$ cat src/rtl/wb_pkg.sv
// Shared opcode constants, queue-entry layout and decode helpers for the
// write-back commit queue.
package wb_pkg;

    localparam int WB_DATA_W = 32;
    localparam int WB_REG_AW = 5;

    localparam logic [5:0] OP_LOAD    = 6'b010001;
    localparam logic [5:0] OP_BR      = 6'b100000;
    localparam logic [5:0] OP_JMP     = 6'b100001;
    localparam logic [1:0] OP_CLS_ALU = 2'b00;

    typedef struct packed {
        logic [5:0]           op;
        logic                 ife;
        logic [WB_REG_AW-1:0] rd;
        logic [WB_DATA_W-1:0] data;
    } entry_t;

    function automatic logic is_reg_op(input logic [5:0] op);
        return (op[5:4] == OP_CLS_ALU) || (op == OP_LOAD);
    endfunction

    function automatic logic is_redirect(input logic [5:0] op,
                                         input logic       ife);
        return ((op == OP_BR) && ife) || (op == OP_JMP);
    endfunction

endpackage

$ cat src/rtl/wb_fifo.sv
// DEPTH-entry in-order queue with push, pop and a clear that wins over both.
// WB_BYPASS_EN exposes all slots in age order (index 0 = head).
module wb_fifo #(
    parameter int  DEPTH = 2,
    parameter type T     = logic [7:0],
    localparam int PW    = (DEPTH > 1) ? $clog2(DEPTH) : 1,
    localparam int CW    = $clog2(DEPTH + 1)
) (
    input  logic          clk,
    input  logic          rst_n,
    input  logic          push,
    input  T              push_data,
    input  logic          pop,
    input  logic          clear,
    output T              head,
    output logic [CW-1:0] count
`ifdef WB_BYPASS_EN
    ,
    output T              ordered_o [DEPTH]
`endif
);

    T              mem_q [DEPTH];
    T              mem_d [DEPTH];
    logic [PW-1:0] wr_q, wr_d;
    logic [PW-1:0] rd_q, rd_d;
    logic [CW-1:0] cnt_q, cnt_d;

    function automatic logic [PW-1:0] nxt(input logic [PW-1:0] p);
        return (p == PW'(DEPTH - 1)) ? '0 : p + 1'b1;
    endfunction

    always_comb begin
        mem_d = mem_q;
        wr_d  = wr_q;
        rd_d  = rd_q;
        cnt_d = cnt_q;
        if (clear) begin
            wr_d  = '0;
            rd_d  = '0;
            cnt_d = '0;
        end else begin
            if (push) begin
                mem_d[wr_q] = push_data;
                wr_d        = nxt(wr_q);
            end
            if (pop) begin
                rd_d = nxt(rd_q);
            end
            cnt_d = cnt_q + CW'(push) - CW'(pop);
        end
    end

    always_ff @(posedge clk or negedge rst_n) begin
        if (!rst_n) begin
            mem_q <= '{default: '0};
            wr_q  <= '0;
            rd_q  <= '0;
            cnt_q <= '0;
        end else begin
            mem_q <= mem_d;
            wr_q  <= wr_d;
            rd_q  <= rd_d;
            cnt_q <= cnt_d;
        end
    end

    assign head  = mem_q[rd_q];
    assign count = cnt_q;

`ifdef WB_BYPASS_EN
    always_comb begin
        int idx;
        for (int i = 0; i < DEPTH; i++) begin
            idx = int'(rd_q) + i;
            if (idx >= DEPTH) idx = idx - DEPTH;
            ordered_o[i] = mem_q[PW'(idx)];
        end
    end
`endif

endmodule

$ cat src/rtl/wb_commit_queue.sv
// In-order write-back commit queue: registered RF writes and PC redirects,
// squashes younger entries on redirect. Optional forwarding via WB_BYPASS_EN.
module wb_commit_queue #(
    parameter int DATA_W = 32,
    parameter int REG_AW = 5,
    parameter int DEPTH  = 2
) (
    input  logic              clk,
    input  logic              rst_n,
    input  logic              in_valid,
    output logic              in_ready,
    input  logic [5:0]        in_op,
    input  logic              in_ife,
    input  logic [REG_AW-1:0] in_rd,
    input  logic [DATA_W-1:0] in_data,
    input  logic              wb_stall,
    output logic              reg_we,
    output logic [REG_AW-1:0] reg_waddr,
    output logic [DATA_W-1:0] reg_wdata,
    output logic              pc_we,
    output logic [DATA_W-1:0] pc_wdata,
    output logic [31:0]       retire_cnt
`ifdef WB_BYPASS_EN
    ,
    output logic              byp_valid,
    output logic [REG_AW-1:0] byp_rd,
    output logic [DATA_W-1:0] byp_data
`endif
);

    import wb_pkg::*;

    localparam int CW = $clog2(DEPTH + 1);

    typedef struct packed {
        logic [5:0]        op;
        logic              ife;
        logic [REG_AW-1:0] rd;
        logic [DATA_W-1:0] data;
    } q_entry_t;

    q_entry_t      push_ent;
    q_entry_t      head;
    logic [CW-1:0] count;
    logic          push, pop, squash;

    logic              reg_we_q, reg_we_d;
    logic [REG_AW-1:0] reg_waddr_q, reg_waddr_d;
    logic [DATA_W-1:0] reg_wdata_q, reg_wdata_d;
    logic              pc_we_q, pc_we_d;
    logic [DATA_W-1:0] pc_wdata_q, pc_wdata_d;
    logic [31:0]       retire_cnt_q, retire_cnt_d;

`ifdef WB_BYPASS_EN
    q_entry_t ordered [DEPTH];
`endif

    wb_fifo #(
        .DEPTH (DEPTH),
        .T     (q_entry_t)
    ) u_fifo (
        .clk       (clk),
        .rst_n     (rst_n),
        .push      (push),
        .push_data (push_ent),
        .pop       (pop),
        .clear     (squash),
        .head      (head),
        .count     (count)
`ifdef WB_BYPASS_EN
        ,
        .ordered_o (ordered)
`endif
    );

    // Ready looks only at the registered count: no pass-through when full.
    always_comb begin
        push_ent = '{op: in_op, ife: in_ife, rd: in_rd, data: in_data};
        in_ready = (count < CW'(DEPTH));
        push     = in_valid && in_ready;
        pop      = (count != '0) && !wb_stall;
        squash   = pop && is_redirect(head.op, head.ife);
    end

    always_comb begin
        reg_we_d     = 1'b0;
        pc_we_d      = 1'b0;
        reg_waddr_d  = reg_waddr_q;
        reg_wdata_d  = reg_wdata_q;
        pc_wdata_d   = pc_wdata_q;
        retire_cnt_d = retire_cnt_q;
        if (pop) begin
            reg_we_d     = is_reg_op(head.op) && (head.rd != '0);
            pc_we_d      = is_redirect(head.op, head.ife);
            reg_waddr_d  = head.rd;
            reg_wdata_d  = head.data;
            pc_wdata_d   = head.data;
            retire_cnt_d = retire_cnt_q + 32'd1;
        end
    end

    always_ff @(posedge clk or negedge rst_n) begin
        if (!rst_n) begin
            reg_we_q     <= 1'b0;
            reg_waddr_q  <= '0;
            reg_wdata_q  <= '0;
            pc_we_q      <= 1'b0;
            pc_wdata_q   <= '0;
            retire_cnt_q <= '0;
        end else begin
            reg_we_q     <= reg_we_d;
            reg_waddr_q  <= reg_waddr_d;
            reg_wdata_q  <= reg_wdata_d;
            pc_we_q      <= pc_we_d;
            pc_wdata_q   <= pc_wdata_d;
            retire_cnt_q <= retire_cnt_d;
        end
    end

    assign reg_we     = reg_we_q;
    assign reg_waddr  = reg_waddr_q;
    assign reg_wdata  = reg_wdata_q;
    assign pc_we      = pc_we_q;
    assign pc_wdata   = pc_wdata_q;
    assign retire_cnt = retire_cnt_q;

`ifdef WB_BYPASS_EN
    // Youngest matching entry wins, so scan from head and keep the last hit.
    always_comb begin
        byp_valid = 1'b0;
        byp_rd    = '0;
        byp_data  = '0;
        for (int i = 0; i < DEPTH; i++) begin
            if ((CW'(i) < count) && is_reg_op(ordered[i].op)
                && (ordered[i].rd != '0)) begin
                byp_valid = 1'b1;
                byp_rd    = ordered[i].rd;
                byp_data  = ordered[i].data;
            end
        end
    end
`endif

endmodule

$ cat config.mk
export PLATFORM = sky130hd
export DESIGN_NAME = wb_commit_queue
export DESIGN_NICKNAME = d
export VERILOG_FILES = /design/src/rtl/wb_pkg.sv /design/src/rtl/wb_fifo.sv /design/src/rtl/wb_commit_queue.sv
export SDC_FILE = /design/constraint.sdc
export NUM_CORES = 1
export LEC_CHECK = 0
export CORE_MARGIN = 1.5
export CORE_UTILIZATION = 47
export CTS_CLUSTER_DIAMETER = 120
export DETAILED_ROUTE_END_ITERATION = 10
export PLACE_DENSITY = 0.81
export SYNTH_ARGS = -nofsm -noshare
export SYNTH_HDL_FRONTEND = slang
export SYNTH_SLANG_ARGS = --single-unit
$ cat constraint.sdc
create_clock -name clk -period 1.8 [get_ports clk]
set_input_delay 0.27 -clock clk [delete_from_list [all_inputs] [get_ports clk]]
set_output_delay 0.27 -clock clk [all_outputs]
set_load 0.1 [all_outputs]
* Word-level counts from Yosys, hierarchy flattened
Cells that the tools add are included.
** Operators by class
- $add $sub $neg :: 5
- Multipliers :: 0
- Div/mod/pow operators :: 0
- Magnitude comparators :: 4
- Equality and inequality tests :: 3
- Shifts and indexed selects :: 0
- Mux-type cells :: 15
- Bitwise logic cells :: 3
- Reduce and logical (&&, ||, !) cells :: 15
** Operator list (number)
- $mux 44 :: 4
- $bwmux 88 :: 1
- $demux 44 s1 :: 1
- $add 32x1->32 const B :: 1
- $eq 6x6->1 const B :: 2
- $mux 1 :: 8
- $eq 6x5->1 const B :: 1
- $logic_and 1x1->1 :: 6
- $reduce_bool 2->1 :: 3
- $reduce_bool 5->1 :: 1
- $ge 2x2->1 const B :: 2
- $not 1->2 :: 2
- $add 1x1->1 const B :: 2
- $add 2x1->2 :: 1
- $logic_not 2->1 :: 1
- $logic_or 1x1->1 :: 2
- $lt 2x1->1 const B :: 1
- $lt 2x2->1 const B :: 1
- $mux 2 :: 1
- $reduce_and 2->1 :: 1
- $sub 2x1->2 :: 1
- $logic_not 1->1 :: 1
- $not 1->1 :: 1
** Storage, ports and cells
- Flip-flop bits (word level) :: 163
- Bits in latches :: 0
- RAM bits :: 0
- Bits in read-only memories :: 0
- Bits of input ports :: 48
- Word-level logic and storage cells :: 61
- Memories :: 0

* Logic depth before layout (Yosys ltp)
Gate-level depths: netlist of the first run.
- Depth in word-level cells :: 10
- Depth in mapped cells :: 9
- Mapped depth without buffers :: 8

* Hierarchy
Synthesis of the first run repeated with hierarchy kept, for this count alone.
** Unflattened totals
- Cells, all modules :: 587
- Area total of the unflattened synthesis :: 7265.7 um^2
** Modules (own cells, without submodules)
- wb_fifo :: times used 1, cells an instance 250, area each 4022.6 um^2, sequential area each 2302.2 um^2
- wb_commit_queue :: times used 1, cells an instance 337, area each 3243.1 um^2, sequential area each 1776.7 um^2

* Least setup slack after synthesis of the first run
No wires, ideal clock.
- Path type :: flip-flop to flip-flop
- From :: reg retire_cnt_q[0] (netlist: retire_cnt[0])
- To :: reg retire_cnt_q[20] (netlist: retire_cnt[20])
- Arrival time :: 2.343 ns
- Required time :: 1.638 ns
- Setup slack :: -0.705 ns
- Stages on the path, launching flop included :: 6
- Cell sequence :: dfrtp_1 -> ha_1 -> nand4_1 -> or4_1 -> nor3_1 -> xor2_1
** Between the ends
- Longest elaborated chain between the ends :: 1
** Ends and longest elaborated chain
- start: declaration :: RTL line wb_commit_queue.sv:52 : logic [31:0] retire_cnt_q, retire_cnt_d;
- start signal: assignment :: RTL line wb_commit_queue.sv:116 : retire_cnt_q <= retire_cnt_d;
- $add 32x1->32 :: RTL line wb_commit_queue.sv:98 : retire_cnt_d = retire_cnt_q + 32'd1;
No other way between the ends.
A chain may end at the register's enable or synchronous reset.

* Final worst setup path of the first run
- From :: reg u_fifo.rd_q
- To :: reg u_fifo.mem_q[5] (netlist bit)
** Between the ends
- Longest elaborated chain between the ends :: 10
- Elaborated cells on any way between the ends :: 11
- Those cells by class :: 2 x eq/ne; 3 x mux; 2 x bitwise; 4 x reduce/logical
** Ends and longest elaborated chain
- start: declaration :: RTL line wb_fifo.sv:26 : logic [PW-1:0] rd_q, rd_d;
- start signal: assignment :: RTL line wb_fifo.sv:63 : rd_q <= rd_d;
- $not 1->2 (implied by the code) * :: RTL line wb_fifo.sv:68 : assign head = mem_q[rd_q];
- $mux 44 (implied by the code) * (3 in a row) :: RTL line wb_fifo.sv:68
- $eq 6x6->1 :: RTL line wb_pkg.sv:26 : return ((op == OP_BR) && ife) || (op == OP_JMP);
- $logic_and 1x1->1 :: RTL line wb_pkg.sv:26
- $logic_or 1x1->1 * :: RTL line wb_pkg.sv:26
- $logic_and 1x1->1 * :: RTL line wb_commit_queue.sv:82 : squash = pop && is_redirect(head.op, head.ife);
- $not 1->1 (no source line) *
- $reduce_and 2->1 (no source line) *
- end signal: assignment :: RTL line wb_fifo.sv:61 : mem_q <= mem_d;
- end: declaration :: RTL line wb_fifo.sv:23 : T mem_q [DEPTH];
Mark *: on every way between the ends. The rest lies on a longest branch, timed or not. The select of a mux whose other input is x is not followed.

==> flow_metrics.py, run 1 <==
metrics = {
    "grt": {
        "grtUsageMet3_pct": 3.67,
        "busiest_layer": "met2",
        "groute.usage.overall_pct": 20.3,
        "use_met2_pct": 34.1,
        "grt_pass1_wl_um": 25700,
        "antenna_found_initial": 0,
        "grt-ovfl-total": 0,
        "grt_pass1_vias": 5036,
        "grt_max_degree": 55,
        "grt_use_met1_pct": 26.2,
    },
    "drt": {
        "dr_total_vias": 4749,
        "wl_per_cell_um": 16.9,
        "drt-vias-per-instance": 5.05,
        "totalWireLength_um": 15900,
        "ant_nets": 0,
        "first_iter_violations": 252,
        "drc": 0,
        "first_pass_iters": 4,
    },
    "worst_setup_path": {
        "critPathLaunchType": "flip-flop",
        "crit_path_max_incr_delay_ns": 0.56,
        "cp_cell_sequence": "or4_4, a21oi_4, a31oi_4, buf_12, mux2_4",
        "cp.arrival_ns": 2.34,
        "required_ns": 2.10,
        "crit_type": "reg -> reg",
        "path_max_fanout": 18,
        "end_kind": "flip-flop",
        "crit_slowest_cell": "or4_4",
    },
    "sta": {
        "setup_slack_ns": -0.239,
        "fin_crit_sh_pct": 113,
        "setup_viol": 88,
        "hold_viol_final": 0,
        "period_needed_ns": 2.04,
        "rsz0062_at_grt": "yes",
        "skew_ns": 0.00756,
        "slew_headroom_pct": 65.9,
        "clock.fmax_mhz": 490,
        "worst_pin_slew_ns": 0.511,
        "maxSlewViolCount": 0,
    },
    "placed_design": {
        "place.gp.congestion": 0.798,
        "portBuffers": 151,
        "dp_hpwl_um": 11000,
        "post_dp_cell_area_mm2": 0.00943,
        "place_ws_ns": -0.295,
    },
    "layout": {
        "design_area_mm2": 0.0102,
        "seqCellArea_mm2": 0.00417,
        "nFillCells": 1083,
        "nets": 767,
        "layout-drive-gt1-share_pct": 45.3,
        "area_growth_pct": 38.4,
        "multi_input_area_mm2": 0.00304,
        "diodes": 0,
    },
    "logic_synthesis": {
        "synth_nets": 607,
        "seq_area_frac_synth_pct": 55.3,
        "postSynthAreaPerCell_um2": 13.3,
        "ys_ff_latch": 163,
        "synth-async-reset-ratio_pct": 100,
        "synth.distinct_cells": 40,
        "synth-edff-count": 0,
        "yosysWarnings": 0,
        "netlist_instances": 556,
        "synth-main-ff-cell": "dfrtp_1",
        "syn_area_mm2": 0.00738,
    },
    "clock_network": {
        "cts_buffers": 17,
        "clk_path_buf_depth": 2,
        "clock_sinks": 163,
        "cts.clk_slew.worst_paths_ns": 0.06,
        "cts_tree": "done",
        "clk_latency_ns": 0.43,
        "cts_htree_levels": 4,
        "clockRootBuffer": "clkbuf_16",
    },
    "floorplanning": {
        "rows": 45,
        "die_area_mm2": 0.0165,
        "coreArea_mm2": 0.0153,
        "io_pins": 152,
        "chipWidth_um": 128,
        "initial_core_util_pct": 48.4,
        "die_height_um": 128,
    },
    "min_path": {
        "min_path_type": "in -> async",
    },
    "outcome": {
        "violations": "setup timing",
        "outcome": "finished, violations left",
    },
    "flow_run": {
        "maxCapViolCount": 0,
    },
}
[metrics by stage]
stage	TNS, ns	instances	hold WS, ns	utilization (%)
after floorplan	-8.98	556	-0.0256	-
after global placement	-22.29	892	0.247	61.8
after detailed placement	-24.90	892	0.257	61.8
after CTS	-19.06	934	0.379	66.1
after global routing	-24.60	940	0.411	66.9
final	-19.04	940	0.380	66.9
[cell usage after synthesis (4+ instances only)]
| library cell | instances | area [µm²] |
|---|---|---|
| and4_1 | 4 | 35.0 |
| buf_1 | 4 | 15.0 |
| buf_4 | 32 | 240 |
| buf_6 | 8 | 90.1 |
| clkbuf_1 | 11 | 41.3 |
| dfrtp_1 | 163 | 4080 |
| inv_1 | 11 | 41.3 |
| mux2_2 | 8 | 90.1 |
| mux2_4 | 80 | 1200 |
| mux2i_1 | 37 | 370 |
| nand2_1 | 50 | 188 |
| nand3_1 | 8 | 40.0 |
| nand4_1 | 8 | 50.1 |
| nor2_1 | 12 | 45.0 |
| nor3_1 | 10 | 50.1 |
| o21ai_0 | 40 | 200 |
| xnor2_1 | 20 | 175 |
| xor2_1 | 13 | 114 |
[worst max-delay path: cells and delay by family, from the launching register on]
family | cells | cell delay (ns)
compound gates | 2 | 0.38
flops | 1 | 0.44
simple gates | 1 | 0.56
buf+inv | 1 | 0.21
mux | 1 | 0.31
[layer usage]
layer  vias up  routed length (µm)
li1       2206                   -
met1      2393                6920
met3        26                 588
met2       124                8030
met5         -                   0
met4         0                 324
[final cells by class]
class | count | share of cell area [%]
tap | 211 | 2.59
multi-input combinational | 325 | 29.8
clock buffer | 21 | 4.51
inverter | 11 | 0.404
clock inverter | 11 | 1.03
sequential | 163 | 40.8
timing repair buffer | 198 | 20.9
[final timing paths]
path / startpoint / cells past startpoint / endpoint / slack (ns)
max: u_fifo.rd_q / 5 / u_fifo.mem_q[5] / -0.24
min: rst_n / 2 / retire_cnt[17] / 0.38
max reg2reg: u_fifo.rd_q / 5 / u_fifo.mem_q[5] / -0.24
min reg2reg: retire_cnt[31] / 1 / retire_cnt[31] / 0.49
max in group asynchronous: rst_n / 3 / u_fifo.mem_q[16] / 0.76
min in group clk: retire_cnt[31] / 1 / retire_cnt[31] / 0.49
[cell usage in the layout (no fill, tap or decap), types with 2 or more instances in the layout]
cell and n:
clkbuf_8 2, clkdlybuf4s50_1 46, xor2_1 13, mux2_4 80
dfrtp_2 9, inv_2 2, mux2i_1 37, inv_1 9
ha_4 2, nor2_1 9, and4_1 4, dfrtp_4 21
nand4_1 8, clkbuf_1 2, o21ai_0 40, nor3_1 2
mux2_2 8, xnor2_1 19, nor2_2 2, nor2b_1 3
clkbuf_16 17, clkinvlp_4 7, dfrtp_1 133, a31oi_4 2
or4_4 3, buf_12 41, nor3_4 7, or2_2 2
nand2_1 50, buf_4 106, buf_6 4, nand3_1 8
a21oi_1 2, nand2b_1 3
[cells by family (layout without fill, tap and decap cells)]
family | count (synthesis) | after routing | synth area share (%)
AOI/OAI and AO/OA | 52 | 52 | 4.37
xor gates and xnor gates | 33 | 33 | 3.92
adders and majority gates | 3 | 3 | 0.509
buffers and inverters | 68 | 241 | 5.93
DFF | 163 | 163 | 55.3
muxes | 125 | 125 | 22.5
and+or+nand+nor | 112 | 112 | 7.48
[flip-flops by register name (all words and copies together), names as in the netlist]
signal	count
reg_waddr	5
u_fifo.mem_q	88
pc_wdata	32
pc_we	1
reg_we	1
u_fifo.rd_q	1
u_fifo.wr_q	1
u_fifo.count	2
retire_cnt	32
[what timing repair did]
item | CTS | global route
endpoints found under the setup margin | 90 | 101
gates resized for setup | 3 | 17
pin swaps | 6 | 13
hold endpoints to repair | 48 | 0
hold buffers | 1 | 0
setup buffers | 9 | 6
Power of run 1 is left out: the tool's default activity adds up to more than one toggle a clock period on the data nets, which glitch-free logic cannot reach.
==> inputs of run 2 (changes only) <==
--- a/config.mk
+++ b/config.mk
@@ -6,10 +6,10 @@
 export NUM_CORES = 1
 export LEC_CHECK = 0
 export CORE_MARGIN = 1.5
-export CORE_UTILIZATION = 47
+export CORE_UTILIZATION = 52
 export CTS_CLUSTER_DIAMETER = 120
 export DETAILED_ROUTE_END_ITERATION = 10
-export PLACE_DENSITY = 0.81
+export PLACE_DENSITY = 0.85
 export SYNTH_ARGS = -nofsm -noshare
 export SYNTH_HDL_FRONTEND = slang
 export SYNTH_SLANG_ARGS = --single-unit
==> constraint.sdc (replaced) <==
create_clock -name clk -period 2.15 [get_ports clk]
set_input_delay 0.3225 -clock clk [delete_from_list [all_inputs] [get_ports clk]]
set_output_delay 0.3225 -clock clk [all_outputs]
set_load 0.1 [all_outputs]
==> run 2 against run 1 <==
Net effect: the run now ends clean; global-route usage increased by 0.84 points; count of clock-buffer cells in the layout rose by 1; flip-flop and latch count unchanged; first-iteration DRC count is 0.40% lower; fmax fell by 3.0%; final cell count down 5.6%; die area shrank 9.4%; clock skew grew 0.0023 ns; critical path type unchanged; highest routed layer unchanged.
==> flow_metrics.py, run 2 (same netlist as run 1, synthesis figures left out) <==
metrics = {
    "layout": {
        "nets": 746,
        "finish.utilization_pct": 67.5,
        "area_growth_pct": 27.0,
        "layout-drive-gt1-share_pct": 39.2,
        "final_cell_mix": "dfrtp_1 (141), buf_4 (120), mux2_4 (80), nand2_1 (50), clkdlybuf4s50_1 (46)",
        "diodes": 0,
        "top_register": "u_fifo.mem_q",
        "design_area_mm2": 0.00937,
        "final_common_cell": "dfrtp_1",
        "largest_register_ffs": 88,
    },
    "floorplanning": {
        "initial_core_util_pct": 53.2,
        "rows": 43,
        "chipWidth_um": 122,
        "coreArea_mm2": 0.0139,
        "die_area_mm2": 0.0149,
        "die_height_um": 122,
        "io_pins": 152,
    },
    "worst_setup_path": {
        "cp_cell_sequence": "or4_4, a21oi_4, a31oi_4, buf_12, buf_4, mux2_4",
        "rr_startpoint": "u_fifo.rd_q",
        "critPathLaunchType": "flip-flop",
        "crit_path_max_incr_delay_ns": 0.58,
        "worstRegToRegCells": 6,
        "required_ns": 2.45,
        "path_max_fanout": 11,
        "crit_slowest_cell": "or4_4",
        "crit_type": "reg -> reg",
        "critPathTopFamily": "simple AND/OR/NAND/NOR gates",
        "end_kind": "flip-flop",
        "path_buf_inv": 2,
        "cp.arrival_ns": 2.40,
        "r2r_end": "u_fifo.mem_q[53]",
        "r2r_setup_slack_ns": 0.05,
    },
    "sta": {
        "hold_viol_final": 0,
        "rsz0062_at_grt": "no",
        "slew_headroom_pct": 63.3,
        "period_needed_ns": 2.10,
        "worst_pin_slew_ns": 0.551,
        "clock.fmax_mhz": 476,
        "skew_ns": 0.00981,
        "setup_viol": 0,
        "fin_crit_sh_pct": 97.8,
        "maxSlewViolCount": 0,
        "hold-worst-slack_ns": 0.438,
    },
    "clock_network": {
        "clk_latency_ns": 0.42,
        "cts_tree": "done",
        "clockRootBuffer": "clkbuf_16",
        "cts-resized-gates": 0,
        "cts.clk_slew.worst_paths_ns": 0.06,
        "cts_buffers": 17,
        "clk_path_buf_depth": 2,
        "clock_sinks": 163,
        "cts_htree_levels": 4,
        "ctsHoldBuffers": 1,
        "post_cts_buffers": 0,
    },
    "drt": {
        "first_iter_violations": 251,
        "first_pass_iters": 4,
        "dr_total_vias": 4686,
        "wl_per_cell_um": 17.1,
        "totalWireLength_um": 15100,
        "ant_nets": 0,
        "drc": 0,
        "drt-vias-per-instance": 5.28,
    },
    "min_path": {
        "min_path_type": "in -> async",
    },
    "placed_design": {
        "dp_hpwl_um": 10400,
        "portBuffers": 151,
        "place.gp.congestion": 0.803,
        "post_dp_cell_area_mm2": 0.00880,
    },
    "grt": {
        "grt_pass1_vias": 4827,
        "antenna_found_initial": 0,
        "grt_pass1_wl_um": 24400,
        "grt-ovfl-total": 0,
        "groute.usage.overall_pct": 21.1,
        "grt_max_degree": 60,
    },
    "flow_run": {
        "maxCapViolCount": 0,
    },
    "outcome": {
        "outcome": "completed",
    },
}
run 2: how the worst max path moves through the flow:
| stage | cells after the start | slack [ns] | end | start |
|---|---|---|---|---|
| after CTS | 6 | 0.04 | u_fifo.mem_q[49] | u_fifo.rd_q |
| after detailed placement | 6 | -0.07 | retire_cnt[31] | wb_stall |
| after global routing | 6 | 0.002 | u_fifo.mem_q[46] | u_fifo.rd_q |
| final | 6 | 0.05 | u_fifo.mem_q[53] | u_fifo.rd_q |
| after floorplan | 5 | 0.04 | retire_cnt[31] | retire_cnt[23] |
| after global placement | 6 | 0.0004 | u_fifo.mem_q[31] | in_valid |
run 2: area by class of cell:
type                            count  area [µm²]
Clock buffer                       22         474
Timing Repair Buffer              177        1560
Fill cell                         973        4510
Inverter                           11        41.3
Clock inverter                      9        81.3
Tap cell                          180         225
Sequential cell                   163        4110
Multi-Input combinational cell    325        2870
run 2: routing by layer:
metal  global-route usage [%]  routed length [µm]  vias up
met1                     26.8                6470     2356
met3                     4.78                 626       31
li1                         -                   -     2165
met4                     8.79                 354        0
met2                     35.0                7680      134
met5                        0                   0        -
run 2: through the flow:
stage                     setup TNS, ns  instances  worst slack (ns)
after global placement                0        855          0.000427
final                                 0        887            0.0476
after CTS                             0        887            0.0446
after floorplan                       0        556            0.0363
after detailed placement          -1.39        855           -0.0676
after global routing                  0        887           0.00237
Power of run 2 is left out for the same reason.
